$ cat src/rtl/score_tally.sv
// Round-scoring stage: samples the per-player score vector on each button press,
// keeps saturating per-player totals and a round counter, and declares the winner(s).
module score_tally #(
    parameter int CNT_W      = 4,
    parameter int TARGET     = 10,
    parameter int RND_W      = 5,
    parameter int MAX_ROUNDS = 15
) (
    input  logic               clk,
    input  logic               rst,
    input  logic [3:0]         score,
    input  logic               score_btn,
    input  logic               new_game,
    output logic [4*CNT_W-1:0] totals,
    output logic [RND_W-1:0]   round_cnt,
    output logic               round_done,
    output logic [3:0]         winner,
    output logic               game_over
);

    typedef enum logic [1:0] {PLAY, UPDATE, CHECK, OVER} state_t;

    state_t           state, state_nxt;
    logic             btn_q, press, press_q;
    logic [3:0]       score_q, sample;
    logic [CNT_W-1:0] tot [4];
    logic             latch_en, update_en, check_en;
    logic [3:0]       hit_mask, max_mask, win_mask;
    logic [CNT_W-1:0] max_v;
    logic             win_now;

    // The press is registered together with the score it saw, so the FSM acts one
    // cycle after the rising edge of the button.
    assign press = score_btn & ~btn_q;

    for (genvar g = 0; g < 4; g++) begin : g_pack
        assign totals[CNT_W*g +: CNT_W] = tot[g];
    end

    // State register
    always_ff @(posedge clk) begin
        if (rst || new_game) state <= PLAY;
        else                 state <= state_nxt;
    end

    // Next-state logic
    always_comb begin
        // NOTE: every combinational output gets a default first, otherwise a
        // path through the case that skips it infers a latch.
        state_nxt = state;
        case (state)
            PLAY:    if (press_q) state_nxt = UPDATE;
            UPDATE:  state_nxt = CHECK;
            CHECK:   state_nxt = win_now ? OVER : PLAY;
            default: state_nxt = OVER;
        endcase
    end

    // Output (control strobe) logic
    always_comb begin
        latch_en  = (state == PLAY) && press_q;
        update_en = (state == UPDATE);
        check_en  = (state == CHECK);
    end

    // Winner evaluation on the already-updated totals; an all-zero board ties everyone.
    always_comb begin
        hit_mask = '0;
        max_mask = '0;
        max_v    = '0;
        for (int i = 0; i < 4; i++) begin
            if (tot[i] >= CNT_W'(TARGET)) hit_mask[i] = 1'b1;
            if (tot[i] > max_v)           max_v       = tot[i];
        end
        for (int i = 0; i < 4; i++) begin
            if (tot[i] == max_v) max_mask[i] = 1'b1;
        end
        win_now  = (|hit_mask) || (round_cnt == RND_W'(MAX_ROUNDS));
        win_mask = (|hit_mask) ? hit_mask : max_mask;
    end

    // btn_q tracks the button in every state, including across new_game.
    always_ff @(posedge clk) begin
        // NOTE: sequential state uses non-blocking assignments so every register
        // samples pre-edge values regardless of statement order.
        if (rst) btn_q <= 1'b0;
        else     btn_q <= score_btn;
    end

    always_ff @(posedge clk) begin
        if (rst || new_game) begin
            press_q    <= 1'b0;
            score_q    <= '0;
            sample     <= '0;
            round_cnt  <= '0;
            round_done <= 1'b0;
            winner     <= '0;
            game_over  <= 1'b0;
            for (int i = 0; i < 4; i++) tot[i] <= '0;
        end else begin
            press_q    <= press;
            round_done <= update_en;
            if (press)    score_q <= score;
            if (latch_en) sample  <= score_q;
            if (update_en) begin
                for (int i = 0; i < 4; i++) begin
                    if (sample[i] && tot[i] != '1) tot[i] <= tot[i] + CNT_W'(1);
                end
                if (round_cnt != '1) round_cnt <= round_cnt + RND_W'(1);
            end
            if (check_en && win_now) begin
                winner    <= win_mask;
                game_over <= 1'b1;
            end
        end
    end

endmodule
$ cat config.mk
export PLATFORM = sky130hd
export DESIGN_NAME = score_tally
export DESIGN_NICKNAME = d
export VERILOG_FILES = /design/src/rtl/score_tally.sv
export SDC_FILE = /design/constraint.sdc
export NUM_CORES = 1
export LEC_CHECK = 0
export ABC_CLOCK_PERIOD_IN_PS = 7300
export BUFFER_PORTS_ARGS = -buffer_cell sky130_fd_sc_hd__buf_2
export CAP_MARGIN = 20
export CORE_ASPECT_RATIO = 1.5
export CORE_MARGIN = 3
export CORE_UTILIZATION = 30
export CTS_BUF_LIST = sky130_fd_sc_hd__clkbuf_2
export DETAILED_ROUTE_END_ITERATION = 8
export GPL_TIMING_DRIVEN = 0
export PLACE_DENSITY = 0.55
export SYNTH_ARGS = -nofsm -noshare
export SYNTH_HDL_FRONTEND = slang
export SYNTH_SLANG_ARGS = --single-unit
$ cat constraint.sdc
create_clock -name clk -period 7.3 [get_ports clk]
set_clock_uncertainty 0.15 [all_clocks]
set_input_delay 1.095 -clock clk [delete_from_list [all_inputs] [get_ports clk]]
set_output_delay 1.095 -clock clk [all_outputs]
set_load 0.05 [all_outputs]
==> metrics.md <==
| Metric | Value |
|---|---|
| Setup Viol. Count Final | `0` |
| Clk sinks | `39` |
| H-tree depth | `2` |
| Unrepaired setup endpoints after global routing | `no` |
| Fraction of layout cells with a size suffix above 1 | `between 10% and 20%` |
| Largest net degree at the start of global routing | `13` |
| Final Cycle Share | `between 90% and 100%` |
| Die Ht | `approximately 120 µm` |
| Dpl hpwl | `5.44 mm` |
| Post-route cell area | `between 0.003 and 0.004 mm²` |
| Synth top area cells | `edfxtp_1 18%, dfxtp_1 17%, ha_1 11%` |
| Gate Count Post-Synth | `297` |
| Reg2reg path depth | `23` |
| Drt drc | `0` |
| Mean post-synth cell area | `9.15 µm²` |
| FP Rows | `41` |
| Final non-filler cell total | `446` |
| Vias in the first global route | `~2300` |
| PD cells | `between 150 and 200 mW/mm²` |
| Layout area overhead | `13.6%` |
| Drt wl/cell | `about 15 µm` |
| Fmax | `147 MHz` |
| Critical path arrival | `between 6 and 7 ns` |
| Hold WS | `roughly 0.35 ns` |
| Fillers | `932` |
| Setup TNS Final | `0 ns` |
| Die Wd | `around 84 µm` |
| First-pass GRT wire length | `roughly 11 mm` |
| Post-synthesis sequential area ratio | `between 30% and 40%` |
| Area of the multi-input gates | `roughly 0.0017 mm²` |
| Status | `finished clean` |
| FF/Latch Area | `~940 µm²` |
| Max clock buf depth | `2` |
| IR drop worst, VDD | `0.125 mV` |
| GP Congestion | `roughly 0.85` |
| Placed Cells | `between 400 and 500` |
| Antenna Diode Count | `0` |
| Hold Crit Class | `flip-flop to flip-flop` |
| Tot GR Track Use | `13.6%` |
| Initial antenna violation count | `0` |
| CTS clock-pin slew for the worst setup and hold paths | `0.23 ns` |
| Critical path class | `flip-flop to flip-flop` |
| Critical Path RT | `approximately 7.5 ns` |
| Worst Setup End Kind | `flip-flop` |
| Congestion Overflow GR | `0` |
| Hold path cells | `2` |
| Root buffer cell | `clkbuf_2` |
| Leak | `about 0.0013 µW` |
| Yosys top cell by area | `edfxtp_1` |
| Cell area after synthesis | `0.00272 mm²` |
| IO Count | `35` |
| Drt first pass iters | `4` |
| Yosys reg bits | `39` |
| Worst skew pair latency | `approximately 0.43 ns` |
| Die Area | `0.0103 mm²` |
| Total CTS buffers | `5` |
| Yosys cell types | `57` |
| Worst rel slew slack | `between 30% and 40%` |
| Max cap viols | `0` |
| Final Hold Vio Count | `0` |
| Initial core utilization | `31.5%` |
| Setup crit start kind | `flip-flop` |
| CTS tree | `built` |
| Via-to-Cell Ratio | `just over 5` |
| Max-slew violation count | `0` |
| Final nets | `370` |
| Syn nets | `329` |
| Measured slew at the worst slew-check pin | `0.935 ns` |
| Top FF cell, synth | `dfxtp_1` |
| I/O Buffers | `34` |
| Final min period | `6.80 ns` |
| Core Area | `about 0.0086 mm²` |
| Async set-reset flop share out of synthesis | `0%` |
| Share of the synthesized area in the top cell type | `17.7%` |
| Number of synthesized flops with an enable pin | `16` |
| Post-route ant nets | `0` |
| Final wirelength | `6.73 mm` |
| DR iter-0 viols | `101` |
| Critical Path Fanout Max | `6` |
| Dpl cell area | `0.00302 mm²` |
| Yosys warnings | `0` |
| Total number of vias | `approximately 2300` |
## power breakdown
part | internal (µW) | total, µW | switching [µW]
logic | 103 | 242 | 139
clock network | 56.3 | 129 | 72.7
registers | 232 | 239 | 6.95
total | 391 | 610 | 219
## critical path: stages, from the launching register on
cell and delay (ns):
edfxtp_1 0.53, inv_1 0.12, ha_1 0.21, nor3b_1 0.14, nor2_1 0.28, inv_1 0.08, ha_1 0.32, and2b_1 0.19
o211ai_1 0.34, o22ai_1 0.20, nor2_1 0.33, ha_1 0.33, a211oi_1 0.31, and2_1 0.22, nor2_1 0.13, o31ai_2 0.49
ha_1 0.38, and3b_4 0.22, a2111oi_4 0.40, a2bb2oi_2 0.27, or3b_4 0.43, a21bo_1 0.18, and4_4 0.19, a41o_1 0.23
## state kept, by name, indices dropped and copies added (netlist names), 2 cells and up
name / count
tot: 16
round_cnt: 5
sample: 4
score_q: 4
winner: 4
state: 2
## path summary, 6_finish.rpt
kind	startpoint	end	slack, ns
setup / recovery	tot[0][0]	winner[1]	0.50
hold / removal	game_over	game_over	0.35
setup reg to reg	tot[0][0]	winner[1]	0.50
hold reg to reg	game_over	game_over	0.35
## logic make-up (layout without fill, tap and decap cells)
| group | Yosys count | count (layout) | synth area share, % |
|---|---|---|---|
| flops | 39 | 39 | 34.6 |
| buf+inv | 28 | 70 | 4.10 |
| simple gates | 109 | 109 | 20.4 |
| compound gates | 60 | 60 | 17.4 |
| xor+xnor | 26 | 26 | 8.38 |
| mux | 11 | 11 | 4.10 |
| fa+ha+maj | 24 | 24 | 11.1 |
## cell usage after synthesis, drive strengths merged (4+ instances only)
cell type / count
clkbuf: 7
edfxtp: 16
nand3: 14
nor2: 46
inv: 15
mux2i: 10
xnor2: 15
o211ai: 9
a21oi: 8
o21ai: 9
o31ai: 7
nand2: 15
nor3: 4
nand4: 4
or2: 4
xor2: 11
ha: 24
dfxtp: 23
buf: 6
## layout make-up
class,count,share of cell area (%)
tap,107,4.34
multi-input combinational,230,54.0
clock inverter,3,1.26
sequential,39,30.5
clock buffer,5,0.811
buffer,13,1.78
inverter,15,1.82
timing repair buffer,34,5.51
## through the flow
stage / worst slack (ns) / power, µW / util, %
floorplan: 1.09 / 434 / -
global placement: 0.717 / 479 / 35.0
detailed placement: 0.596 / 482 / 35.0
CTS: 0.524 / 612 / 35.8
global route: 0.0397 / 651 / 35.8
finish: 0.502 / 610 / 35.8
## layout by cell type, fill, tap and decap left out, types with 2 or more instances in the layout
cell type and count:
a211o_2 2, a211oi_1 2, a21oi_1 8, a32o_1 3, and2_1 3, buf_2 39
clkbuf_1 7, clkbuf_2 5, dfxtp_1 23, edfxtp_1 16, ha_1 24, inv_1 15
mux2i_1 10, nand2_1 15, nand3_1 14, nand3b_1 3, nand4_1 3, nor2_1 46
nor2b_1 2, nor3_1 4, nor3b_1 3, o211ai_1 9, o21ai_0 9, o22ai_1 3
o31ai_1 5, o31ai_2 2, o41ai_1 2, or2_2 4, or3_1 2, xnor2_1 15
xor2_1 11
## layer usage
metal	GRT usage, %	share of wire, %
met5	0	0
met4	6.34	2.3
met3	1.41	2.5
met2	26.8	54
met1	14.2	41
## repair_timing
item / CTS / global route
endpoints found under the setup margin: 0 / 2
endpoints found under the hold margin: 0 / 0
resized for setup: 0 / 1
setup buffers: 0 / 0
hold buffers: 0 / 0
Note: power is estimated with default switching activity, not from simulation.
